## config.mk

```make
export PLATFORM = sky130hd
export DESIGN_NAME = int_seq_ctrl
export DESIGN_NICKNAME = d
export VERILOG_FILES = /design/src/rtl/int_seq_ctrl.sv
export SDC_FILE = /design/constraint.sdc
export NUM_CORES = 1
export LEC_CHECK = 0
export BUFFER_PORTS_ARGS = -buffer_cell sky130_fd_sc_hd__clkbuf_2
export CORE_MARGIN = 2
export CORE_UTILIZATION = 45
export DETAILED_ROUTE_END_ITERATION = 16
export PLACE_DENSITY = 0.77
export SYNTH_ARGS = -nofsm -noshare
export SYNTH_HDL_FRONTEND = slang
export SYNTH_SLANG_ARGS = --single-unit
```

## constraint.sdc

```tcl
create_clock -name clk -period 2.9 [get_ports clk]
set_input_delay 0.145 -clock clk [delete_from_list [all_inputs] [get_ports clk]]
set_output_delay 0.145 -clock clk [all_outputs]
set_load 0.02 [all_outputs]
```

## src/rtl/int_seq_ctrl.sv

```systemverilog
// Interrupt sequencer: edge-detects irq_in into PEND, redirects the CPU to BASE+(sel<<3) and back to EPC on eret.
// Redirect is combinational in the cycle it is granted; MIO_ready=0 freezes all FSM transitions but not request capture.
module int_seq_ctrl (
  input  logic        clk,
  input  logic        rst,
  input  logic [3:0]  irq_in,
  input  logic [31:0] pc_next,
  input  logic        MIO_ready,
  input  logic        eret,
  input  logic        cfg_we,
  input  logic [1:0]  cfg_addr,
  input  logic [31:0] cfg_wdata,
  output logic [31:0] cfg_rdata,
  output logic        int_code,
  output logic        redirect,
  output logic [31:0] redirect_pc,
  output logic [1:0]  int_id,
  output logic [31:0] epc
);

  typedef enum logic [1:0] {IDLE, SERVICE, GUARD} state_t;

  state_t      state_q, state_d;
  logic [3:0]  irq_q;
  logic [3:0]  mask_q, mask_d;
  logic [3:0]  pend_q, pend_d;
  logic [31:0] base_q, base_d;
  logic [31:0] epc_q, epc_d;
  logic [1:0]  id_q, id_d;
  logic [3:0]  rise, act, clr;
  logic [1:0]  sel;

  assign rise = irq_in & ~irq_q;
  assign act  = pend_q & mask_q;

  always_comb begin
    casez (act)
      4'b???1: sel = 2'd0;
      4'b??10: sel = 2'd1;
      4'b?100: sel = 2'd2;
      4'b1000: sel = 2'd3;
      default: sel = 2'd0;
    endcase
  end

  always_comb begin
    state_d     = state_q;
    epc_d       = epc_q;
    id_d        = id_q;
    mask_d      = mask_q;
    base_d      = base_q;
    clr         = 4'b0000;
    redirect    = 1'b0;
    redirect_pc = 32'd0;
    int_code    = 1'b0;

    case (state_q)
      IDLE: begin
        if ((act != 4'b0000) && MIO_ready) begin
          redirect    = 1'b1;
          redirect_pc = base_q + {27'd0, sel, 3'b000};
          epc_d       = pc_next;
          id_d        = sel;
          clr         = 4'b0001 << sel;
          state_d     = SERVICE;
        end
      end
      SERVICE: begin
        int_code = 1'b1;
        if (eret && MIO_ready) begin
          redirect    = 1'b1;
          redirect_pc = epc_q;
          state_d     = GUARD;
        end
      end
      GUARD: begin
        // Hold off re-entry until one instruction at EPC has retired.
        if (MIO_ready) state_d = IDLE;
      end
      default: state_d = IDLE;
    endcase

    if (cfg_we) begin
      case (cfg_addr)
        2'd0:    mask_d = cfg_wdata[3:0];
        2'd1:    clr    = clr | cfg_wdata[3:0];
        2'd2:    base_d = {cfg_wdata[31:2], 2'b00};
        default: ;
      endcase
    end

    // A fresh edge always beats any clear of the same bit.
    pend_d = (pend_q & ~clr) | rise;
  end

  always_ff @(posedge clk or posedge rst) begin
    if (rst) begin
      state_q <= IDLE;
      irq_q   <= 4'b0000;
      mask_q  <= 4'b0000;
      pend_q  <= 4'b0000;
      base_q  <= 32'h0000_0004;
      epc_q   <= 32'd0;
      id_q    <= 2'd0;
    end else begin
      state_q <= state_d;
      irq_q   <= irq_in;
      mask_q  <= mask_d;
      pend_q  <= pend_d;
      base_q  <= base_d;
      epc_q   <= epc_d;
      id_q    <= id_d;
    end
  end

  always_comb begin
    case (cfg_addr)
      2'd0:    cfg_rdata = {28'd0, mask_q};
      2'd1:    cfg_rdata = {28'd0, pend_q};
      2'd2:    cfg_rdata = base_q;
      default: cfg_rdata = epc_q;
    endcase
  end

  assign int_id = id_q;
  assign epc    = epc_q;

endmodule

```

==> out/summary.txt <==
Result of the run: finished, final reports clean
Final Cell Area: 6130 um2
Routed WL per cell: 16.1 um
CP Data Required Time: 2.76 ns
Remaining DRCs: 0
Per-instance average area after synthesis: 9.19 um2
Die area: 10700 um2
Final Setup Violations: 0
Horizontal extent of the die: 104 um
R2R cell count: 5
Arrival time reported for the critical path endpoint: 2.67 ns
Wire length of the first global-routing pass: 21700 um
WS Path Type: register to output pin
Vias per cell: 5.26
Cell area after placement: 5470 um2
Net count of the finished layout: 767
Number of maximum-capacitance violations: 0
Flip-flop cell with the highest count after synthesis: dfrtp_1
Clock Root Buffer: clkbuf_8
Count of boundary I/O pins: 175
Clock latency at the later pin of the worst-skew pair: 0.36 ns
Total Routed Length: 13300 um
Number of global-route vias before repair: 4370
CP Launch Type: register
Total power after layout: 5.14 mW
Portion of the post-synthesis area used by sequential elements: 43.7%
Max Freq: 0.355 GHz
Biggest fanout along the worst timing path: 6
Clock tree from TritonCTS: done
Register-to-Register Setup Slack: 0.80 ns
Placed wire-length estimate after detailed placement: 8890 um
Vias post-DR: 4341
Number of H-tree levels: 3
Global-route usage over all layers: 25.0%
Count of nets left with antenna violations after detail routing: 0
Number of buffers between clock root and the deepest sink: 2
Clock skew: 0.0143 ns
Proportion of layout cells with a drive suffix above 1: 36.9%
Number of buffer cells added on primary ports: 174
Path category of the worst min-delay check: input pin to asynchronous set/reset pin
Relative max-transition margin: 26.6%
Die height: 104 um
Kind of end point of the critical path: output pin
Commonest non-fill, non-tap cell in the layout: clkbuf_2
Ratio of total power to cell area: 839 nW/um2
Synth cell types: 42
Min Clock Period, post-route: 2.81 ns
Share of synthesized flip-flops with an asynchronous set or reset: 100%
Syn-to-layout area delta: 37.2%
Setup TNS Final: 0 ns
Final core occ: 63.3%
Overflow left after global routing: 0
Global placer's final weighted congestion: 0.830
Number of hold-slack violations in the final timing report: 0
Starting density of the core: 46.1%
# rows: 36
Total core area: 9680 um2
Post-synthesis instance total: 486
Static power due to leakage: 3.08 nW
Crit share post-route: 97.0%
Number of nets in the synthesized netlist: 564
Number of synthesized flops with an enable pin: 0
Inserted Clock Buffers: 9
Pin slew with the least headroom to its limit: 1.10 ns
Synth Cell Area: 4470 um2
Worst vdd ir: 496 uV
Antenna violations before repair: 0
Clock sinks: 78
Pre-antenna DRT Iters: 7
Timing startpoint of the critical path: mask_q[2]
FF-to-FF End: int_id[0]
Clk pin slew, worst setup/hold paths: 0.09 ns
Iteration-0 DRC Markers: 223
Diodes inserted: 0
Max-slew violation count: 0
Last element of the critical path: redirect_pc[21]
Synthesis warning total: 0
Largest net degree at the start of global routing: 63
Count of state elements after synthesis: 78
Most used cells in the layout excluding fill and tap cells: 169 x clkbuf_2, 147 x nand2_1, 76 x dfrtp_1, 36 x dlygate4sd3_1, 34 x mux2_2
Worst R2R Start: state_q[1]
## power by group
part	switching (mW)	internal [mW]
combinational	1.46	0.864
clock	0.400	0.590
sequential	0.401	1.43
## layer usage
metal | global-route usage, % | vias to the layer above | part of all wire [%] | wire length (um)
li1 | - | 2033 | - | -
met1 | 31.4 | 2073 | 42 | 5530
met2 | 42.5 | 191 | 50 | 6580
met3 | 2.89 | 44 | 5.3 | 704
met4 | 13.1 | 0 | 3.5 | 468
met5 | 0 | - | 0 | 0
## synth_stat cells, types with 4 or more instances
cell / n / area (um2)
a21oi_1: 4 / 20.0
and3_1: 4 / 25.0
buf_2: 13 / 65.1
clkbuf_1: 15 / 56.3
dfrtp_1: 77 / 1930
inv_1: 5 / 18.8
mux2_2: 34 / 383
mux2i_1: 30 / 300
nand2_1: 148 / 556
nand3_1: 20 / 100
nand4_1: 9 / 56.3
nor2_1: 4 / 15.0
nor2b_1: 30 / 188
o21ai_0: 14 / 70.1
o21ai_1: 17 / 85.1
xnor2_1: 4 / 35.0
xor2_1: 23 / 201
## sequential cells by signal (all words and copies together) (netlist names)
register	cells
epc	32
irq_q	4
pend_q	4
state_q	2
base_q	30
mask_q	4
int_id	2
## cells by family (layout without fill, tap and decap cells)
kind of cell / after synthesis / count (layout) / synth area share (%)
muxes: 66 / 66 / 16.3
AOI/OAI and AO/OA: 46 / 46 / 5.97
buffers and inverters: 35 / 242 / 3.50
and+or+nand+nor: 231 / 231 / 24.2
xor gates and xnor gates: 27 / 27 / 5.29
adders and majority gates: 3 / 3 / 1.01
DFF: 78 / 78 / 43.7
## worst max-delay path: stages (launching register included)
cell and delay (ns):
dfrtp_2 0.43, nand2_2 0.10, nand3_1 0.11, a21boi_2 0.19
ha_2 0.24, fa_2 0.23, and4_4 0.26, buf_6 0.14
nand3_1 0.11, xor2_1 0.20, o21ai_1 0.13, buf_2 0.18
## how the worst min path moves through the flow
stage | from | end | slack [ns]
floorplan | irq_in[0] | irq_q[0] | 0.18
global placement | irq_in[3] | irq_q[3] | 0.27
detailed placement | irq_in[3] | irq_q[3] | 0.27
CTS | cfg_wdata[23] | base_q[23] | 0.003
global route | cfg_wdata[9] | base_q[9] | 0.01
finish | rst | base_q[4] | 0.01
## final cells by class
type | count | area (um2)
inverter | 5 | 20.0
clock buffer | 11 | 141
clock inverter | 4 | 95.1
tap | 133 | 166
sequential | 78 | 1950
fill | 803 | 3560
timing repair buffer | 222 | 1360
multi-input combinational | 373 | 2400
## through the flow
step,hold WS [ns],setup WS (ns),std cells
5_1_grt,0.00953,-0.0538,826
3_5_place_dp,0.269,0.292,772
4_1_cts,0.00283,-0.000690,823
3_3_place_gp,0.272,0.376,772
6_report,0.00996,0.0862,826
2_1_floorplan,0.176,0.354,486
## timing repair
action                                  CTS  global route
resized for setup                         4            17
endpoints found under the setup margin   10            24
endpoints found under the hold margin    36             0
buffers inserted                          0             3
hold buffers                             36             0
pin swaps                                 0             3
Note: power is estimated with default switching activity, not from simulation.
